### src/rtl/noc_switch_alloc_if.sv
// Allocator-side bundle: input FIFO status and route in,
// FIFO read enables and crossbar selects out.
interface noc_switch_alloc_if #(
  parameter int NPORTS = 5
);
  logic [NPORTS-1:0]        in_valid;
  logic [NPORTS*NPORTS-1:0] in_sel;
  logic [NPORTS-1:0]        in_tail;
  logic [NPORTS-1:0]        in_drop;
  logic [NPORTS-1:0]        out_ok;
  logic                     nolocal_rd;
  logic [NPORTS-1:0]        in_rd;
  logic [NPORTS*NPORTS-1:0] out_gnt;
  logic [NPORTS-1:0]        out_fwd;
  logic [NPORTS-1:0]        out_locked;
  logic                     err_sel;

  modport master (
    output in_valid, in_sel, in_tail,
    output in_drop, out_ok, nolocal_rd,
    input  in_rd, out_gnt, out_fwd,
    input  out_locked, err_sel
  );

  modport slave (
    input  in_valid, in_sel, in_tail,
    input  in_drop, out_ok, nolocal_rd,
    output in_rd, out_gnt, out_fwd,
    output out_locked, err_sel
  );
endinterface

### src/rtl/noc_switch_alloc.sv
// Per-switch wormhole allocator: one lock and one
// round-robin pointer per output, zero-latency grants.
module noc_switch_alloc #(
  parameter int NPORTS     = 5,
  parameter int LOCAL_PORT = 0
) (
  input logic               clk,
  input logic               rst,
  noc_switch_alloc_if.slave bus
);
  localparam int N  = NPORTS;
  localparam int PW = $clog2(NPORTS);

  typedef enum logic {IDLE, LOCKED} ost_t;
  typedef logic [PW-1:0] idx_t;

  ost_t st_q  [N];
  ost_t st_d  [N];
  idx_t own_q [N];
  idx_t own_d [N];
  idx_t ptr_q [N];
  idx_t ptr_d [N];
  logic err_q;
  logic err_d;

  logic [N-1:0]   sel_ok;
  logic [N-1:0]   kill;
  logic [N-1:0]   req;
  logic [N-1:0]   elig [N];
  logic [N-1:0]   gnt  [N];
  idx_t           win  [N];
  logic [N-1:0]   win_v;
  logic [N-1:0]   fwd;
  logic [N-1:0]   tail_w;
  logic [N-1:0]   rd;
  logic [N-1:0]   locked;
  logic [N*N-1:0] gnt_flat;

  function automatic logic onehot(
    input logic [N-1:0] s
  );
    return (s != '0) &&
           ((s & (s - N'(1))) == '0);
  endfunction

  // kill: the flit leaves the FIFO without
  // crossing the switch (drop or local flush)
  always_comb begin
    for (int i = 0; i < N; i++) begin
      sel_ok[i] = onehot(bus.in_sel[i*N +: N]);
      kill[i] = bus.in_valid[i] &
        (bus.in_drop[i] |
         ((i == LOCAL_PORT) & ~bus.nolocal_rd));
      req[i] = bus.in_valid[i] & sel_ok[i] &
        ~bus.in_drop[i] &
        ((i != LOCAL_PORT) | bus.nolocal_rd);
    end
  end

  always_comb begin
    for (int j = 0; j < N; j++) begin
      for (int i = 0; i < N; i++) begin
        elig[j][i] = req[i] & bus.in_sel[i*N + j];
      end
    end
  end

  always_comb begin
    int idx;
    idx = 0;
    for (int j = 0; j < N; j++) begin
      win_v[j] = 1'b0;
      win[j]   = '0;
      if (st_q[j] == LOCKED) begin
        win_v[j] = elig[j][own_q[j]];
        win[j]   = own_q[j];
      end else begin
        for (int k = 0; k < N; k++) begin
          idx = int'(ptr_q[j]) + k;
          if (idx >= N) idx = idx - N;
          if (!win_v[j] &&
              elig[j][idx_t'(idx)]) begin
            win_v[j] = 1'b1;
            win[j]   = idx_t'(idx);
          end
        end
      end
      fwd[j]    = win_v[j] & bus.out_ok[j];
      tail_w[j] = bus.in_tail[win[j]];
      gnt[j]    = fwd[j] ? (N'(1) << win[j])
                         : '0;
    end
  end

  always_comb begin
    rd       = kill;
    gnt_flat = '0;
    locked   = '0;
    for (int j = 0; j < N; j++) begin
      rd = rd | gnt[j];
      gnt_flat[j*N +: N] = gnt[j];
      locked[j] = (st_q[j] == LOCKED);
    end
  end

  assign bus.in_rd      = rd;
  assign bus.out_gnt    = gnt_flat;
  assign bus.out_fwd    = fwd;
  assign bus.out_locked = locked;
  assign bus.err_sel    = err_q;

  // a dropped tail on the owner frees the
  // output without moving the pointer
  always_comb begin
    for (int j = 0; j < N; j++) begin
      st_d[j]  = st_q[j];
      own_d[j] = own_q[j];
      ptr_d[j] = ptr_q[j];
      if (fwd[j]) begin
        if (tail_w[j]) begin
          st_d[j]  = IDLE;
          ptr_d[j] = (win[j] == idx_t'(N-1))
                   ? '0 : win[j] + idx_t'(1);
        end else begin
          st_d[j]  = LOCKED;
          own_d[j] = win[j];
        end
      end else if (st_q[j] == LOCKED &&
                   kill[own_q[j]] &&
                   bus.in_tail[own_q[j]]) begin
        st_d[j] = IDLE;
      end
    end
    err_d = err_q | (|(bus.in_valid & ~sel_ok));
  end

  always_ff @(posedge clk) begin
    if (rst) begin
      for (int j = 0; j < N; j++) begin
        st_q[j]  <= IDLE;
        own_q[j] <= '0;
        ptr_q[j] <= '0;
      end
      err_q <= 1'b0;
    end else begin
      for (int j = 0; j < N; j++) begin
        st_q[j]  <= st_d[j];
        own_q[j] <= own_d[j];
        ptr_q[j] <= ptr_d[j];
      end
      err_q <= err_d;
    end
  end
endmodule

### src/flat_wrapper.sv
// flat-port wrapper written by rule: the top's interface ports become plain ports
module noc_switch_alloc_flat 
#(
  parameter int NPORTS     = 5,
  parameter int LOCAL_PORT = 0
)
  (clk, rst, bus_in_valid, bus_in_sel, bus_in_tail, bus_in_drop, bus_out_ok, bus_nolocal_rd, bus_in_rd, bus_out_gnt, bus_out_fwd, bus_out_locked, bus_err_sel);
  noc_switch_alloc_if #(.NPORTS(NPORTS)) bus_i ();
  input logic clk;
  input logic rst;
  input wire logic [$bits(bus_i.in_valid)-1:0] bus_in_valid;
  input wire logic [$bits(bus_i.in_sel)-1:0] bus_in_sel;
  input wire logic [$bits(bus_i.in_tail)-1:0] bus_in_tail;
  input wire logic [$bits(bus_i.in_drop)-1:0] bus_in_drop;
  input wire logic [$bits(bus_i.out_ok)-1:0] bus_out_ok;
  input wire logic [$bits(bus_i.nolocal_rd)-1:0] bus_nolocal_rd;
  output wire logic [$bits(bus_i.in_rd)-1:0] bus_in_rd;
  output wire logic [$bits(bus_i.out_gnt)-1:0] bus_out_gnt;
  output wire logic [$bits(bus_i.out_fwd)-1:0] bus_out_fwd;
  output wire logic [$bits(bus_i.out_locked)-1:0] bus_out_locked;
  output wire logic [$bits(bus_i.err_sel)-1:0] bus_err_sel;
  assign bus_i.in_valid = bus_in_valid;
  assign bus_i.in_sel = bus_in_sel;
  assign bus_i.in_tail = bus_in_tail;
  assign bus_i.in_drop = bus_in_drop;
  assign bus_i.out_ok = bus_out_ok;
  assign bus_i.nolocal_rd = bus_nolocal_rd;
  assign bus_in_rd = bus_i.in_rd;
  assign bus_out_gnt = bus_i.out_gnt;
  assign bus_out_fwd = bus_i.out_fwd;
  assign bus_out_locked = bus_i.out_locked;
  assign bus_err_sel = bus_i.err_sel;
  noc_switch_alloc #(.NPORTS(NPORTS), .LOCAL_PORT(LOCAL_PORT)) u_core (.clk(clk), .rst(rst), .bus(bus_i));
endmodule
### config.mk
export PLATFORM = sky130hd
export DESIGN_NAME = noc_switch_alloc_flat
export DESIGN_NICKNAME = d
export VERILOG_FILES = /design/src/rtl/noc_switch_alloc_if.sv /design/src/rtl/noc_switch_alloc.sv /design/src/flat_wrapper.sv
export SDC_FILE = /design/constraint.sdc
export NUM_CORES = 1
export LEC_CHECK = 0
export CAP_MARGIN = 20
export CORE_UTILIZATION = 65
export CTS_BUF_LIST = sky130_fd_sc_hd__clkbuf_4 sky130_fd_sc_hd__clkbuf_8
export DETAILED_ROUTE_END_ITERATION = 12
export GPL_TIMING_DRIVEN = 1
export PLACE_DENSITY_LB_ADDON = 0.12
export SLEW_MARGIN = 25
export SYNTH_ARGS = -nofsm -noshare
export SYNTH_HDL_FRONTEND = slang
export SYNTH_SLANG_ARGS = --single-unit
### constraint.sdc
create_clock -name clk -period 18.22 [get_ports clk]
set_input_delay 5.466 -clock clk [delete_from_list [all_inputs] [get_ports clk]]
set_output_delay 5.466 -clock clk [all_outputs]
set_load 0.03 [all_outputs]
==> flow_summary.yaml <==
run_status:
  outcome: "completed"
worst_setup_path:
  critPathBufInv: 3
  cp_cell_sequence: "clkdlybuf4s50_1 > nor4bb_1 > nand2_1 > nor3_1 > nor2_8 > o211ai_1 > o211ai_1 > a31oi_1 > inv_1 > ha_1 > ha_1 > and3_1 > a211o_1 > or4_1 > clkdlybuf4s50_1"
  r2r_start: "u_core.ptr_q[0][9]$_SDFFE_PP0P_"
  cp_data_required_time_ps: 12750
  worstSetupPathType: "primary input to output pin"
  crit_fanout: 7
  arrival_ps: 10840
  critPathSlowestCell: "nor4bb_1"
  crit_start: "bus_in_valid[4]"
  crit_family: "simple AND/OR/NAND/NOR gates"
  cp-start-kind: "primary input"
  crit_path_end_kind: "output pin"
  cpPeakStageDelay_ps: 760
clocking:
  clk_pin_slew_ps: 80
  cts_max_level: 2
  root_buffer: "clkbuf_8"
  ctsHoldBuffers: 0
  clkLatencyLatePin_ps: 300
  cts.sinks: 36
  clock_path_buffers: 2
  cts-buffers-inserted: 5
  cts_setup_buffers: 0
  tritoncts: "done"
  cts-resized-gates: 0
place:
  placed_area_um2: 10000
  gp_congestion: 1.04
  portBuffers: 88
  dp.final_hpwl_mm: 23.6
  place_ws_ps: 2080
  placed_cells: 1451
floorplanning:
  die_w_um: 121
  io_pins: 89
  die_area_um2: 14500
  start_util: 0.677
  num_rows: 42
  die_h_um: 121
  coreArea_um2: 13500
timing:
  finalSetupTns_ps: 0
  clock_skew_ps: 4.32
  finalMaxSlewViolations: 0
  rsz0062_at_grt: "false"
  period_minus_slack_ps: 16310
  max_freq_ghz: 0.0613
  slew_headroom: 0.393
  finalCritPeriodShare: 0.895
  worstMarginPinSlew_ps: 906
  setup_viol_count_final: 0
  hold_violations: 0
  finalWorstSetupSlack_ps: 1910
drt:
  drc: 0
  wl_per_cell_um: 20.7
  drt_iter0_markers: 1270
  drtPass1Iterations: 8
  viasPerCell: 7.25
  ant_nets: 0
  routed_wl_mm: 30.2
  vias: 10600
run:
  max_cap_violations: 0
synthesis:
  yosys_warnings: 0
  syn_area_um2: 9150
  syn-num-nets: 1358
  synth.area.top_cells: "ha_1 8.8%, dfxtp_1 7.9%, mux2i_1 6.0%"
  synthCells: 1241
  async_flop_share: 0
  yosysSeqAreaShare: 0.0788
  yosys.cell_types.count: 110
  synth_edf_count: 0
  synth_area_per_cell_um2: 7.37
  synth_flop_cell: "dfxtp_1"
  ys_ff_latch: 36
  synth_top_area_share: 0.0876
  yosysTopAreaCell: "ha_1"
hold_path:
  hold_path_class: "register to register"
  min-delay-start: "u_core.own_q[0][2]$_SDFFE_PP0P_"
pwr:
  power.switching_w: 0.000392
  p_int_w: 0.000331
  sequentialPowerShare: 0.158
  switching_share: 0.542
  cellLeakagePower_nw: 4.01
  p_total_w: 0.000723
  vdd_drop_max_v: 0.0000859
  combinationalPowerShare: 0.755
  pwr-share-clk: 0.087
  power.density_nw_per_um2: 71.6
grt:
  grt_max_degree: 33
  antenna_found_initial: 0
  grt_pass1_vias: 9327
  grt_pass1_wl_mm: 47.8
  grt_usage: 0.408
  grt_overflow_total: 0
cells_and_area:
  diodes: 0
  final_nets: 1399
  synthToLayoutAreaGrowth_pct: 10.4
  fillers: 1125
  drive_above_1_share: 0.0686
  layout.cells.non_filler: 1459
  stdcell_area_um2: 10100
cell usage in the layout, fill, tap and decap left out, types with 16 or more instances in the layout:
cell | Yosys | layout
nor2_1 | 92 | 92
nor3_1 | 33 | 33
nand3_1 | 44 | 44
clkdlybuf4s50_1 | 0 | 88
and2_1 | 31 | 31
mux2i_1 | 55 | 55
a31oi_1 | 16 | 16
dfxtp_1 | 36 | 36
nand2b_1 | 35 | 35
o211ai_1 | 24 | 24
and3_1 | 34 | 34
a21o_1 | 22 | 22
a21oi_1 | 78 | 78
a211oi_1 | 27 | 27
xnor2_1 | 16 | 16
inv_1 | 62 | 62
ha_1 | 64 | 64
nor2b_1 | 28 | 28
o21ai_0 | 56 | 56
nand2_1 | 77 | 77
power groups by stage:
stage | sequential, W | clock, W | combinational (W)
finish | 0.000114 | 0.0000632 | 0.000546
global route | 0.000116 | 0.0000670 | 0.000588
CTS | 0.000113 | 0.0000630 | 0.000532
detailed placement | 0.000115 | 0 | 0.000528
global placement | 0.000114 | 0 | 0.000522
floorplan | 0.000104 | 0 | 0.000400
registers in the layout, indices dropped and copies added, names as in the netlist:
| register | count |
|---|---|
| u_core.st_q | 5 |
| u_core.bus.err_sel | 1 |
| u_core.ptr_q | 15 |
| u_core.own_q | 15 |
metrics by stage:
step           hold WS, ps  utilization
2_1_floorplan          475            -
3_3_place_gp           496        0.741
3_5_place_dp           506        0.741
4_1_cts                520        0.748
5_1_grt                543        0.748
6_report               522        0.748
cell families after synthesis:
group	count (synthesis)	synth area share
DFF	36	0.0788
and+or+nand+nor	496	0.314
AOI/OAI and AO/OA	412	0.322
buffers and inverters	126	0.0568
muxes	82	0.111
adders and majority gates	69	0.0985
xor gates and xnor gates	20	0.0192
final timing paths:
| path | to | slack [ps] | cells past startpoint |
|---|---|---|---|
| max | bus_in_rd[3] | 1910 | 15 |
| min | u_core.own_q[0][2]$_SDFFE_PP0P_ | 520 | 2 |
| max reg2reg | u_core.ptr_q[0][11]$_SDFFE_PP0P_ | 12780 | 16 |
| min reg2reg | u_core.own_q[0][2]$_SDFFE_PP0P_ | 520 | 2 |
Yosys cell counts (all sizes together), types with 14 or more instances:
library cell   n
nand2         77
a21o          22
dfxtp         36
mux2i         57
and2          31
ha            64
nor3          36
nor2          93
nor2b         30
a211oi        29
and3          34
a31oi         16
buf           25
nand3         44
o211ai        25
o21ai         69
o21a          14
clkbuf        31
o31ai         14
nand2b        35
inv           66
a21oi         81
xnor2         16
tightest hold or removal path: stages, from the launching register on:
cell     delay [ps]
dfxtp_1         350
nand2_1          70
o21ai_0          60
final cells by class:
| cell class | instances | area [um2] | share of cell area |
|---|---|---|---|
| clock buffer | 6 | 82.6 | 0.00818 |
| clock inverter | 2 | 10.0 | 0.000991 |
| inverter | 70 | 263 | 0.0260 |
| multi-input combinational | 1079 | 7910 | 0.783 |
| sequential | 36 | 721 | 0.0714 |
| tap | 176 | 220 | 0.0218 |
| timing repair buffer | 90 | 896 | 0.0887 |
metal layers:
| layer | global-route usage | up-vias | wire (um) |
|---|---|---|---|
| met5 | 0 | - | 0 |
| met4 | 0.192 | 0 | 1400 |
| met3 | 0.0774 | 124 | 3730 |
| met2 | 0.636 | 715 | 13000 |
| met1 | 0.539 | 4890 | 12000 |
| li1 | - | 4843 | - |
(Power assumes the default switching activity.)
